`config.mk`:
```
export PLATFORM = sky130hd
export DESIGN_NAME = grf_wb_queue
export DESIGN_NICKNAME = d
export VERILOG_FILES = /design/src/rtl/grf_wb_pkg.sv /design/src/rtl/grf_wb_fifo.sv /design/src/rtl/grf_wb_queue.sv
export SDC_FILE = /design/constraint.sdc
export NUM_CORES = 1
export LEC_CHECK = 0
export ABC_AREA = 1
export CORE_UTILIZATION = 40
export CTS_CLUSTER_DIAMETER = 200
export DETAILED_ROUTE_END_ITERATION = 10
export PLACE_DENSITY = 0.66
export REMOVE_ABC_BUFFERS = 1
export SLEW_MARGIN = 25
export SYNTH_ARGS = -nofsm -noshare
export SYNTH_HDL_FRONTEND = slang
export SYNTH_SLANG_ARGS = --single-unit
```
`constraint.sdc`:
```
create_clock -name clk -period 9.7 [get_ports clk]
set_input_delay 2.91 -clock clk [delete_from_list [all_inputs] [get_ports clk]]
set_output_delay 2.91 -clock clk [all_outputs]
set_load 0.02 [all_outputs]
```
`src/rtl/grf_wb_pkg.sv`:
```
// Shared constants for the GRF write-back queue: default sizes, entry field
// layout inside a FIFO word, and the hard-wired zero register.
package grf_wb_pkg;

  localparam int WB_DEPTH = 4;
  localparam int WB_AW    = 5;
  localparam int WB_DW    = 32;
  localparam int ZERO_REG = 0;

  // A FIFO word is {pc, addr, data}, with data in the least-significant bits.
  localparam int DATA_LSB = 0;

  function automatic int addr_lsb(input int dw);
    return dw;
  endfunction

  function automatic int pc_lsb(input int aw, input int dw);
    return dw + aw;
  endfunction

  function automatic int entry_w(input int aw, input int dw);
    return dw + aw + dw;
  endfunction

endpackage

```
`src/rtl/grf_wb_fifo.sv`:
```
// In-order storage for pending register writes. Pointers carry one extra wrap
// bit so full and empty are told apart without a separate counter register.
module grf_wb_fifo #(
  parameter  int DEPTH = 4,
  parameter  int W     = 8,
  localparam int PW    = $clog2(DEPTH)
) (
  input  logic                    clk,
  input  logic                    reset,
  input  logic                    push_i,
  input  logic                    pop_i,
  input  logic [W-1:0]            wdata_i,
  output logic [W-1:0]            rdata_o,
  output logic [DEPTH-1:0][W-1:0] entries_o,
  output logic [DEPTH-1:0]        valid_o,
  output logic [PW-1:0]           head_o,
  output logic                    full_o,
  output logic                    empty_o,
  output logic [PW:0]             count_o
);

  localparam int CW = PW + 1;

  logic [PW:0]             head_q, head_d;
  logic [PW:0]             tail_q, tail_d;
  logic [DEPTH-1:0][W-1:0] mem_q;
  logic                    do_push;
  logic                    do_pop;

  assign full_o  = (head_q[PW] != tail_q[PW]) && (head_q[PW-1:0] == tail_q[PW-1:0]);
  assign empty_o = (head_q == tail_q);
  assign do_push = push_i && !full_o;
  assign do_pop  = pop_i && !empty_o;
  assign head_d  = head_q + CW'(do_pop);
  assign tail_d  = tail_q + CW'(do_push);

  // NOTE: sequential state uses non-blocking assignments so every register
  // samples its inputs from before the edge, independent of block ordering.
  always_ff @(posedge clk) begin
    if (reset) begin
      head_q <= '0;
      tail_q <= '0;
    end else begin
      head_q <= head_d;
      tail_q <= tail_d;
    end
  end

  // NOTE: the storage array is deliberately not reset; the pointers alone
  // decide which slots hold live data, so stale contents are never observed.
  always_ff @(posedge clk) begin
    if (do_push) mem_q[tail_q[PW-1:0]] <= wdata_i;
  end

  assign rdata_o   = mem_q[head_q[PW-1:0]];
  assign entries_o = mem_q;
  assign head_o    = head_q[PW-1:0];
  assign count_o   = tail_q - head_q;

  logic [PW-1:0] age;

  // NOTE: every variable assigned in always_comb gets a default first, so no
  // path leaves it unassigned and no latch is inferred.
  always_comb begin
    valid_o = '0;
    age     = '0;
    for (int i = 0; i < DEPTH; i++) begin
      age        = PW'(i) - head_q[PW-1:0];
      valid_o[i] = ({1'b0, age} < count_o);
    end
  end

endmodule

```
`src/rtl/grf_wb_queue.sv`:
```
// Write-back queue in front of the single GRF write port: buffers producer
// writes in order, drains one per cycle, and forwards the youngest pending value.
module grf_wb_queue
  import grf_wb_pkg::*;
#(
  parameter int DEPTH = WB_DEPTH,
  parameter int AW    = WB_AW,
  parameter int DW    = WB_DW
) (
  input  logic                   clk,
  input  logic                   reset,
  input  logic                   in_valid,
  output logic                   in_ready,
  input  logic [DW-1:0]          in_pc,
  input  logic [AW-1:0]          in_addr,
  input  logic [DW-1:0]          in_data,
  input  logic                   drain_en,
  output logic                   grf_we,
  output logic [DW-1:0]          grf_pc,
  output logic [AW-1:0]          grf_a3,
  output logic [DW-1:0]          grf_wd,
  input  logic [AW-1:0]          q_addr,
  output logic                   q_hit,
  output logic [DW-1:0]          q_data,
  output logic [$clog2(DEPTH):0] count
);

  localparam int PW    = $clog2(DEPTH);
  localparam int EW    = entry_w(AW, DW);
  localparam int A_LSB = addr_lsb(DW);
  localparam int P_LSB = pc_lsb(AW, DW);

  logic [EW-1:0]             head_entry;
  logic [DEPTH-1:0][EW-1:0]  entries;
  logic [DEPTH-1:0]          valid;
  logic [PW-1:0]             head_idx;
  logic                      fifo_full;
  logic                      fifo_empty;
  logic                      do_pop;

  grf_wb_fifo #(
    .DEPTH (DEPTH),
    .W     (EW)
  ) u_fifo (
    .clk       (clk),
    .reset     (reset),
    .push_i    (in_valid),
    .pop_i     (drain_en),
    .wdata_i   ({in_pc, in_addr, in_data}),
    .rdata_o   (head_entry),
    .entries_o (entries),
    .valid_o   (valid),
    .head_o    (head_idx),
    .full_o    (fifo_full),
    .empty_o   (fifo_empty),
    .count_o   (count)
  );

  assign in_ready = !fifo_full;
  assign do_pop   = drain_en && !fifo_empty;

  logic          grf_we_q, grf_we_d;
  logic [DW-1:0] grf_pc_q, grf_pc_d;
  logic [AW-1:0] grf_a3_q, grf_a3_d;
  logic [DW-1:0] grf_wd_q, grf_wd_d;

  // Address/data/PC hold their last values when nothing pops; only we drops.
  always_comb begin
    grf_we_d = do_pop;
    grf_pc_d = grf_pc_q;
    grf_a3_d = grf_a3_q;
    grf_wd_d = grf_wd_q;
    if (do_pop) begin
      grf_pc_d = head_entry[P_LSB +: DW];
      grf_a3_d = head_entry[A_LSB +: AW];
      grf_wd_d = head_entry[DATA_LSB +: DW];
    end
  end

  always_ff @(posedge clk) begin
    if (reset) begin
      grf_we_q <= 1'b0;
      grf_pc_q <= '0;
      grf_a3_q <= '0;
      grf_wd_q <= '0;
    end else begin
      grf_we_q <= grf_we_d;
      grf_pc_q <= grf_pc_d;
      grf_a3_q <= grf_a3_d;
      grf_wd_q <= grf_wd_d;
    end
  end

  assign grf_we = grf_we_q;
  assign grf_pc = grf_pc_q;
  assign grf_a3 = grf_a3_q;
  assign grf_wd = grf_wd_q;

  logic [PW-1:0] slot;

  // Walk oldest to youngest so later matches override; output stage is weakest.
  always_comb begin
    q_hit  = 1'b0;
    q_data = '0;
    slot   = '0;
    if (grf_we_q && (grf_a3_q == q_addr)) begin
      q_hit  = 1'b1;
      q_data = grf_wd_q;
    end
    for (int i = 0; i < DEPTH; i++) begin
      slot = head_idx + PW'(i);
      if (valid[slot] && (entries[slot][A_LSB +: AW] == q_addr)) begin
        q_hit  = 1'b1;
        q_data = entries[slot][DATA_LSB +: DW];
      end
    end
    if (q_addr == AW'(ZERO_REG)) begin
      q_hit  = 1'b0;
      q_data = '0;
    end
  end

endmodule

```
## Word-level counts from Yosys, hierarchy flattened

Cells that the tools add are included.

- Flip-flop bits (word level): 352
- Output and inout bits: 107
- Logic and storage cells: 81

- Add/sub/neg operators: 10
- $lt $le $gt $ge: 10
- Eq/ne operators: 8
- Multiplexer cells: 31
- Reduce and logical (&&, ||, !) cells: 12

Operators with widths:

| operator | count |
|---|---|
| binary-select mux 69 bit (select 2 bit) | 4 |
| bitwise mux 276 bit | 1 |
| 2-to-1 mux 32 bit | 6 |
| demux 69 bit (select 2 bit) | 1 |
| 2-to-1 mux 69 bit | 2 |
| 2-to-1 mux 37 bit | 3 |
| == test 5 bit | 5 |
| less-than comparator 2 x 3 -> 1 bit (second input constant) | 5 |
| less-than comparator 2 x 3 -> 1 bit | 4 |
| 2-to-1 mux 1 bit | 10 |
| logical AND 1 bit | 9 |
| binary-select mux 1 bit (select 2 bit) | 4 |
| adder 3 x 1 -> 3 bit | 2 |
| logical NOT 5 bit | 1 |
| adder 2 bit (second input constant) | 2 |
| subtractor 1 x 2 -> 2 bit (first input constant) | 2 |
| subtractor 2 bit (first input constant) | 2 |
| == test 3 bit | 1 |
| subtractor 3 bit | 1 |
| adder 2 x 1 -> 2 bit (second input constant) | 1 |
| == test 2 bit | 1 |
| greater-or-equal comparator 2 x 1 -> 1 bit (second input constant) | 1 |
| logical NOT 1 bit | 2 |
| inequality test 1 bit | 1 |

## Depth between registers and ports, before layout

Gate-level depths: netlist of the first run.

- Word-level depth: 10
- Gate-level depth with buffers: 22

## Hierarchy

From an unflattened synthesis of the first run, not the netlist that was laid out.

- Cell total of the unflattened synthesis: 2392
- Area total of the unflattened synthesis: 18929.4 µm²

By module, submodules not included:

| module | instances | cells each | area each (µm²) | sequential area each (µm²) |
|---|---|---|---|---|
| grf_wb_fifo | 1 | 733 | 10495.1 | 8408.1 |
| grf_wb_queue | 1 | 1659 | 8434.3 | 1401.3 |

## Least setup slack after synthesis of the first run

No wires, ideal clock.

- Kind: input to register
- Start: in in_valid
- End: reg u_fifo.mem_q, in the netlist u_fifo.entries_o[138] (enable)
- Setup time: 581 ps
- Arrival time: 7710 ps
- Required time: 9119 ps
- Setup slack: 1408 ps
- Stages on the path: 2
- Buffers on the path: 0
- Cells stage by stage: nand2_1 -> nor3_1

- Word-level cells in the longest chain between the ends: 1

RTL lines:

| item | RTL line | source |
|---|---|---|
| start, declared | grf_wb_queue.sv:12 | `input logic in_valid,` |
| logical AND 1 bit | grf_wb_fifo.sv:32 | `assign do_push = push_i && !full_o;` |
| end signal, assigned by index | grf_wb_fifo.sv:52 | `if (do_push) mem_q[tail_q[PW-1:0]] <= wdata_i;` |
| end, declared | grf_wb_fifo.sv:26 | `logic [DEPTH-1:0][W-1:0] mem_q;` |

Every way passes these cells.
A chain may end at the register's enable or synchronous reset.

## Worst setup path after layout of the first run

- Start: in q_addr[4]
- End: out q_data[17]

- Word-level cells in the longest chain between the ends: 8
- Elaborated cells between the ends (all ways): 17
- Classes of those cells: 5 x eq/ne; 6 x mux; 6 x reduce/logical

RTL lines:

| item | RTL line | source |
|---|---|---|
| start, declared | grf_wb_queue.sv:22 | `input logic [AW-1:0] q_addr,` |
| == test 5 bit | grf_wb_queue.sv:106 | `if (grf_we_q && (grf_a3_q == q_addr)) begin` |
| logical AND 1 bit | grf_wb_queue.sv:106 |  |
| 2-to-1 mux 32 bit | grf_wb_queue.sv:106 |  |
| 2-to-1 mux 32 bit (4 in series) | grf_wb_queue.sv:112 | `if (valid[slot] && (entries[slot][A_LSB +: AW] == q_addr)) begin` |
| 2-to-1 mux 32 bit * | grf_wb_queue.sv:117 | `if (q_addr == AW'(ZERO_REG)) begin` |
| end, declared | grf_wb_queue.sv:24 | `output logic [DW-1:0] q_data,` |

Mark *: on every way between the ends. The rest lies on a longest branch, timed or not.

==> results of run 1 <==
[path summary, 6_finish.rpt]
path / startpoint / slack, ps / depth (start not counted) / to
worst max register to register: u_fifo.head_q[0] / 5290 / 9 / grf_pc[26]
worst min-delay path: grf_a3[3] / 530 / 2 / grf_a3[3]
worst max-delay path: q_addr[4] / 890 / 11 / q_data[17]
worst min register to register: grf_a3[3] / 530 / 2 / grf_a3[3]
[cells by family after synthesis]
| family | synth area share [%] |
|---|---|
| xor+xnor | 0.4442 |
| fa+ha+maj | 1.029 |
| simple gates | 20.54 |
| compound gates | 14.80 |
| flops | 55.27 |
| buf+inv | 7.691 |
| mux | 0.2256 |
[flip-flops by register name (all words and copies together), names as in the netlist]
register,count
grf_we,1
grf_wd,32
u_fifo.entries_o,276
grf_a3,5
grf_pc,32
u_fifo.tail_q,3
u_fifo.head_q,3
[power by group]
| part | switching (uW) | internal (uW) | leakage, uW |
|---|---|---|---|
| Clock | 603 | 885 | 0.000623 |
| Sequential | 106 | 1760 | 0.00316 |
| Combinational | 1110 | 566 | 0.00436 |
| Total | 1820 | 3210 | 0.00815 |
[Yosys cell counts, drive strengths merged, types with 6 or more instances]
cell type,count
a21oi,37
dfxtp,76
nand3b,31
a41oi,32
nor3,6
ha,13
o21ai,321
edfxtp,276
nand3,217
xor2,7
nand4,6
buf,63
inv,190
o21a,32
a22oi,32
clkbuf,84
nor2,75
nand2,515
[tightest hold or removal path, stage by stage, from the launching register on]
cell	delay [ps]
dfxtp_1	330
nor2_1	100
a211oi_1	50
[stage by stage]
step | utilization (%) | hold WS, ps | instances | total power (uW)
finish | 49.04 | 526.5 | 2759 | 5034
floorplan | - | 497.2 | 1885 | 2924
global placement | 45.95 | 508.8 | 2682 | 3537
CTS | 48.95 | 525.7 | 2753 | 5069
detailed placement | 45.95 | 519.7 | 2682 | 3563
global route | 49.02 | 553.8 | 2756 | 5309
[cell type report]
cell class / count / area (um2) / area share, %
Sequential cell: 352 / 9817 / 46.06
Inverter: 191 / 723.2 / 3.393
Antenna cell: 5 / 12.51 / 0.05871
Tap cell: 585 / 732.0 / 3.435
Multi-Input combinational cell: 1342 / 6630 / 31.11
Clock buffer: 61 / 1169 / 5.483
Clock inverter: 10 / 136.4 / 0.6399
Timing Repair Buffer: 213 / 2092 / 9.816
[layer usage]
layer	vias to the layer above	part of all wire (%)	wire length (um)
met5	-	0.088	44
met4	6	2.9	1441
met3	97	8.3	4164
met2	536	48	23930
met1	6914	41	20610
li1	7167	-	-
==> impl_metrics.toml, run 1 <==
[routing]
wirelength_mm = 50.20
avgRoutedWirePerCell_um = 18.19
route.vias.total = 14720
ant_nets = 0
drc = 0
drt_iter0_drc = 1176
firstDrtPassIters = 5
drt-vias-per-instance = 5.335

[cells_and_area]
drive_above_1_share_pct = 5.440
nets = 2231
fillers = 4058
syn_to_final_growth_pct = 20.08
final_cell_mix = "nand2_1 (508), o21ai_0 (306), edfxtp_1 (276)"
final_area_um2 = 21310
final_common_cell = "nand2_1"

[logic_synthesis]
yosysUniqueCellTypes = 38
ys_top_cells_by_area = "edfxtp_1 (47%), nand2_1 (11%), o21ai_0 (8.6%), dfxtp_1 (8.6%), nand3_1 (6.1%)"
synth_edf_count = 276
ys.flop_type = "edfxtp_1"
ys_seq_area_share_pct = 55.27
synth_area_per_cell_um2 = 8.734
synth-seq-cells = 352
syn_inst = 2032
synth_area_um2 = 17750
netlist.area_leader.share_pct = 46.70
synth-async-reset-ratio_pct = 0
synth_top_area_cell = "edfxtp_1"
synth_warnings = 0

[clock_tree]
htreeDepth = 2
clk_pin_slew_worst_paths_ps = 60
cts_setup_buffers = 0
worstSkewPairLatency_ps = 570
root_buffer = "clkbuf_16"
cts_tree = "built"
cts_buffers = 39
clock-sinks = 352
ctsHoldBuffers = 0
postCtsResizedCells = 0
cts.path.max_buffers = 3

[timing]
setup_ws_ps = 892.9
slew_headroom_pct = 35.74
rsz0062_at_grt = "no"
finalCritPeriodShare_pct = 90.80
setup_tns_ps = 0
clock_skew_ps = 23.35
setup_viol = 0
period_needed_ps = 8807
slew_viol_final = 0
hold_viol = 0
fmax_mhz = 113.5
worst_pin_slew_ps = 960.5

[grt]
grtUsageMet1_pct = 26.74
grt_antenna_before_repair = 8
grt.busiest_layer = "met2"
grt_pass1_wl_mm = 75.76
grtUsageMet2_pct = 37.50
use_met3_pct = 5.140
grt_overflow = 0
grt_max_degree = 103
grt_usage_pct = 22.05
grt_pass1_vias = 13760

[critical_path]
start_kind = "primary input"
crit_chain = "clkdlybuf4s50_1 -> or2_2 -> a21oi_1 -> nand3_1 -> inv_1 -> buf_4 -> nand3_1 -> nand3_1 -> nand2_1 -> a21oi_1 -> clkdlybuf4s50_1"
critPathMaxStageDelay_ps = 670
critPathKind = "primary input to output port"
worstPathArrival_ps = 5900
crit_family = "buffers and inverters"
path_buf_inv = 4
slowest_stage = "clkdlybuf4s50_1"
crit_path_end_kind = "output port"
cp.required_ps = 6790
crit_fanout = 31
crit_top_cell = "nand3_1"

[outcome]
outcome = "finished, final reports clean"

[place]
dp_hpwl_mm = 28.77
port_buffers = 184
gp_congestion = 0.8190
place_area_um2 = 19970
post-place-ws_ps = 931.3

[floorplan]
die_h_um = 212.6
coreArea_um2 = 43460
die_x_um = 212.6
rows = 76
initial_core_util_pct = 40.84
pin_count = 185
dieArea_um2 = 45220

[pwr]
peakVddDrop_mv = 0.1739
power_density_nw_per_um2 = 236.2
leakage_uw = 0.008148

[flow_run]
drv_cap = 0

[hold_path]
worstHoldPathType = "register to register"
Note: power is estimated with default switching activity, not from simulation.
==> run 2: changes to the inputs <==
--- a/config.mk
+++ b/config.mk
@@ -9,7 +9,6 @@
 export CORE_UTILIZATION = 40
 export CTS_CLUSTER_DIAMETER = 200
 export DETAILED_ROUTE_END_ITERATION = 10
-export PLACE_DENSITY = 0.66
 export REMOVE_ABC_BUFFERS = 1
 export SLEW_MARGIN = 25
 export SYNTH_ARGS = -nofsm -noshare
==> run 2 against run 1 <==
  * Clock skew is 2.6 ps lower
  * Fmax is 2.0% lower
  * Combinational power hardly changed
  * Sequential power hardly changed
  * Register-to-register slack better by 190 ps
  * Non-clock buffer count is 2 higher
  * Critical path depth is 4 higher
  * Global-route usage is 0.42 points higher
  * Flip-flop and latch count stayed put
  * Worst hold slack better by 4.0 ps
  * Cell area is 0.29% higher
  * Critical path type unchanged
  * Largest cell class unchanged
  * Largest power group unchanged
  * Highest routed layer unchanged
==> impl_metrics.toml, run 2 (synthesis gave the netlist of run 1 again) <==
[place]
port_buffers = 184
gp_congestion = 0.8567
dp_hpwl_mm = 29.55
placed_cells = 2684

[clock_tree]
cts.path.max_buffers = 3
ctsHoldBuffers = 0
worstSkewPairLatency_ps = 580
clock-sinks = 352
clk_pin_slew_worst_paths_ps = 60
cts_tree = "built"
root_buffer = "clkbuf_16"
cts_buffers = 41
cts_setup_buffers = 0
htreeDepth = 2
postCtsResizedCells = 0

[routing]
drt_iter0_drc = 927
avgRoutedWirePerCell_um = 18.20
drt-vias-per-instance = 5.262
wirelength_mm = 50.24
route.vias.total = 14530
drc = 0
ant_nets = 0
firstDrtPassIters = 5

[timing]
rsz0062_at_grt = "no"
period_needed_ps = 8985
slew_viol_final = 0
fmax_mhz = 111.3
clock_skew_ps = 20.72
worst_pin_slew_ps = 981.2
setup_viol = 0
finalCritPeriodShare_pct = 92.63
hold_viol = 0
slew_headroom_pct = 34.58

[cells_and_area]
final_common_cell = "nand2_1"
syn_to_final_growth_pct = 20.43
final_cell_mix = "nand2_1 (509), o21ai_0 (306), edfxtp_1 (276)"
drive_above_1_share_pct = 5.515
largest_register_ffs = 276
diodes = 0
nets = 2235
layoutNonFillerInstCount = 2761
final_util_pct = 49.19

[critical_path]
critPathKind = "primary input to output port"
cp.required_ps = 6790
crit_family = "buffers and inverters"
worstPathArrival_ps = 6070
crit_fanout = 33
crit_chain = "clkdlybuf4s50_1 -> inv_1 -> nand3_1 -> nand2_1 -> inv_1 -> nand3_1 -> nor2_4 -> nand2_1 -> buf_4 -> nand2_1 -> nand3_1 -> nand2_1 -> nand2_1 -> a21oi_1 -> clkdlybuf4s50_1"
crit_top_cell = "nand2_1"
critPathMaxStageDelay_ps = 660
path_buf_inv = 5
crit_path_end_kind = "output port"
slowest_stage = "clkdlybuf4s50_1"
start_kind = "primary input"

[grt]
grt_pass1_vias = 14010
grt_usage_pct = 22.47
grt_overflow = 0
grt_max_degree = 114
grt_antenna_before_repair = 7
grt_pass1_wl_mm = 77.54

[pwr]
power_density_nw_per_um2 = 240.3
finalPower_uw = 5137
leakage_uw = 0.008206
peakVddDrop_mv = 0.1766

[floorplan]
die_h_um = 212.6
rows = 76
pin_count = 185
coreArea_um2 = 43460
die_x_um = 212.6
initial_core_util_pct = 40.84
dieArea_um2 = 45220

[hold_path]
worstHoldPathType = "register to register"

[outcome]
outcome = "finished, final reports clean"

[flow_run]
drv_cap = 0
==> run 2: cell count changes in the layout (fill, tap and decap cells not counted), sizes merged <==
| cell | change |
|---|---|
| clkinv | +7 |
| clkbuf | -4 |
| inv | +3 |
| clkinvlp | -4 |
| buf | +2 |
| bufinv | +3 |
| diode | -5 |
==> run 2: report_power, final <==
part | internal [uW] | switching, uW
combinational | 573 | 1110
clock | 960 | 630
sequential | 1760 | 104
total | 3300 | 1840
==> run 2: through the flow <==
stage | area, um2 | hold slack [ps] | TNS (ps) | setup slack [ps]
2_1_floorplan | 17100 | 497.2 | -953170 | -3547
3_3_place_gp | 19960 | 511.1 | 0 | 698.1
3_5_place_dp | 19960 | 520.3 | 0 | 702.5
4_1_cts | 21350 | 531.0 | 0 | 680.4
5_1_grt | 21370 | 544.5 | 0 | 315.2
6_report | 21370 | 530.5 | 0 | 715.1
==> run 2: layout make-up <==
| cell class | count | area [um2] |
|---|---|---|
| Sequential cell | 352 | 9814 |
| Clock buffer | 57 | 1137 |
| Multi-Input combinational cell | 1342 | 6623 |
| Fill cell | 4077 | 22080 |
| Clock inverter | 19 | 250.2 |
| Inverter | 191 | 723.2 |
| Tap cell | 585 | 732.0 |
| Timing Repair Buffer | 215 | 2095 |
==> run 2: worst paths after layout <==
kind	startpoint	endpoint	slack [ps]	cells after the start
worst max-delay path	q_addr[4]	q_data[30]	720	15
worst min-delay path	grf_a3[3]	grf_a3[3]	530	2
worst max register to register	u_fifo.head_q[0]	grf_pc[16]	5480	9
worst min register to register	grf_a3[3]	grf_a3[3]	530	2
==> run 2: layer usage <==
metal | vias up | GRT usage [%] | wire length, um
met5 | - | 0 | 92
met3 | 108 | 5.554 | 3905
li1 | 7179 | - | -
met2 | 427 | 37.11 | 23340
met1 | 6800 | 27.91 | 21350
met4 | 14 | 9.526 | 1547
==> run 2: worst reg2reg max path: cells and delay by family, from the launching register on <==
family / cells / cell delay [ps]
AO/OA/AOI/OAI: 3 / 520
adder cells (fa/ha/maj): 1 / 460
buffers and inverters: 4 / 2110
flip-flops: 1 / 860
AND/OR/NAND/NOR: 1 / 100
==> run 3: changes to the inputs <==
--- a/config.mk
+++ b/config.mk
@@ -10,7 +10,7 @@
 export CTS_CLUSTER_DIAMETER = 200
 export DETAILED_ROUTE_END_ITERATION = 10
 export REMOVE_ABC_BUFFERS = 1
-export SLEW_MARGIN = 25
+export SLEW_MARGIN = 20
 export SYNTH_ARGS = -nofsm -noshare
 export SYNTH_HDL_FRONTEND = slang
 export SYNTH_SLANG_ARGS = --single-unit
==> run 3 against run 2 <==
  * Non-clock buffer count decreased by 1
  * Critical endpoint unchanged
  * Clock skew grew 0.75 ps
  * Highest routed layer unchanged
  * Worst setup slack got worse by 15 ps
  * Combinational power barely moved
  * Cell area down 0.13%
  * Register-to-register slack hardly changed
==> impl_metrics.toml, run 3 (synthesis gave the netlist of run 1 again) <==
[timing]
whs_ps = 529.9
period_needed_ps = 9000
rsz0062_at_grt = "no"
finalCritPeriodShare_pct = 92.78
hold_viol = 0
setup_ws_ps = 700.2
clock_skew_ps = 21.47
setup_viol = 0
fmax_mhz = 111.1
slew_viol_final = 0
worst_pin_slew_ps = 1060
slew_headroom_pct = 29.34

[floorplan]
rows = 76
initial_core_util_pct = 40.84
pin_count = 185
coreArea_um2 = 43460
die_h_um = 212.6
dieArea_um2 = 45220
die_x_um = 212.6

[critical_path]
crit_chain = "clkdlybuf4s50_1 -> inv_1 -> nand3_1 -> nand2_1 -> inv_1 -> nand3_1 -> nor2_4 -> nand2_1 -> buf_4 -> nand2_1 -> nand3_1 -> nand2_1 -> nand2_1 -> a21oi_1 -> clkdlybuf4s50_1"
r2r_end = "grf_pc[16]"
critPathKind = "primary input to output port"
crit_fanout = 33
cp.required_ps = 6790
r2r_cells = 9
critPathMaxStageDelay_ps = 660
start_kind = "primary input"
slowest_stage = "clkdlybuf4s50_1"
r2r_slack_ps = 5490
crit_top_cell = "nand2_1"
path_buf_inv = 5
crit_family = "buffers and inverters"
crit_path_end_kind = "output port"
worstPathArrival_ps = 6090
crit-reg2reg-launch = "u_fifo.head_q[0]"

[cells_and_area]
largest_register_ffs = 276
fillers = 4078
syn_to_final_growth_pct = 20.27
final_cell_mix = "nand2_1 (509), o21ai_0 (306), edfxtp_1 (276)"
final_common_cell = "nand2_1"
seq_area_um2 = 9814
diodes = 0
multi_input_area_um2 = 6623
nets = 2234
drive_above_1_share_pct = 5.471
final_util_pct = 49.12

[routing]
avgRoutedWirePerCell_um = 18.22
route.vias.total = 14560
ant_nets = 0
drc = 0
wirelength_mm = 50.29
drt-vias-per-instance = 5.275
firstDrtPassIters = 5
drt_iter0_drc = 1039

[clock_tree]
worstSkewPairLatency_ps = 580
ctsHoldBuffers = 0
clock-sinks = 352
clk_pin_slew_worst_paths_ps = 60
cts_setup_buffers = 0
root_buffer = "clkbuf_16"
postCtsResizedCells = 0
cts.path.max_buffers = 3
cts_buffers = 41
cts_tree = "built"
htreeDepth = 2

[pwr]
peakVddDrop_mv = 0.1774
leakage_uw = 0.008193
finalPower_uw = 5132
power_density_nw_per_um2 = 240.4

[place]
port_buffers = 184
post-place-ws_ps = 702.5
dp_hpwl_mm = 29.55
gp_congestion = 0.8567

[hold_path]
worstHoldPathType = "register to register"
whs_path_depth = 2
worstHoldStart = "grf_a3[3]"
hold_end = "grf_a3[3]"

[flow_run]
drv_cap = 0

[grt]
grt_pass1_wl_mm = 77.54
grt_antenna_before_repair = 7
grt_usage_pct = 22.47
grt_max_degree = 114
grt_pass1_vias = 14010
grt_overflow = 0

[outcome]
outcome = "finished, final reports clean"
[run 3: how the worst max path moves through the flow]
stage	from	to	slack, ps	depth (start not counted)
6_report	q_addr[4]	q_data[30]	700	15
5_1_grt	u_fifo.head_q[0]	q_data[13]	320	16
4_1_cts	q_addr[4]	q_data[25]	680	13
3_5_place_dp	q_addr[4]	q_data[25]	700	13
3_3_place_gp	q_addr[4]	q_data[25]	700	13
2_1_floorplan	u_fifo.head_q[0]	q_data[30]	-3550	15
[run 3: where the power goes]
group	internal (uW)	total [uW]	switching (uW)
sequential	1760	1870	104
clock	960	1590	631
combinational	568	1670	1110
[run 3: tightest hold or removal path, cell delays in order (launching register included)]
cell	delay, ps
dfxtp_1	330
nor2_1	100
a211oi_1	50
[run 3: metrics by stage]
stage                     area, um2  setup TNS [ps]  cells
after detailed placement      19960               0   2684
after global routing          21350               0   2760
after floorplan               17100         -953170   1885
final                         21350               0   2760
after global placement        19960               0   2684
after CTS                     21350               0   2760
[run 3: final cells by class]
class / instances / share of cell area [%]
Sequential cell: 352 / 45.98
Multi-Input combinational cell: 1342 / 31.02
Timing Repair Buffer: 214 / 9.683
Clock buffer: 57 / 5.328
Tap cell: 585 / 3.429
Inverter: 191 / 3.388
Clock inverter: 19 / 1.172
[run 3: routing by layer]
| metal | vias up | part of all wire (%) | GRT usage [%] | wire length [um] |
|---|---|---|---|---|
| met1 | 6840 | 43 | 27.91 | 21520 |
| met5 | - | 0.20 | 0 | 99 |
| li1 | 7173 | - | - | - |
| met2 | 424 | 46 | 37.11 | 23380 |
| met4 | 14 | 3.1 | 9.526 | 1551 |
| met3 | 109 | 7.4 | 5.554 | 3744 |
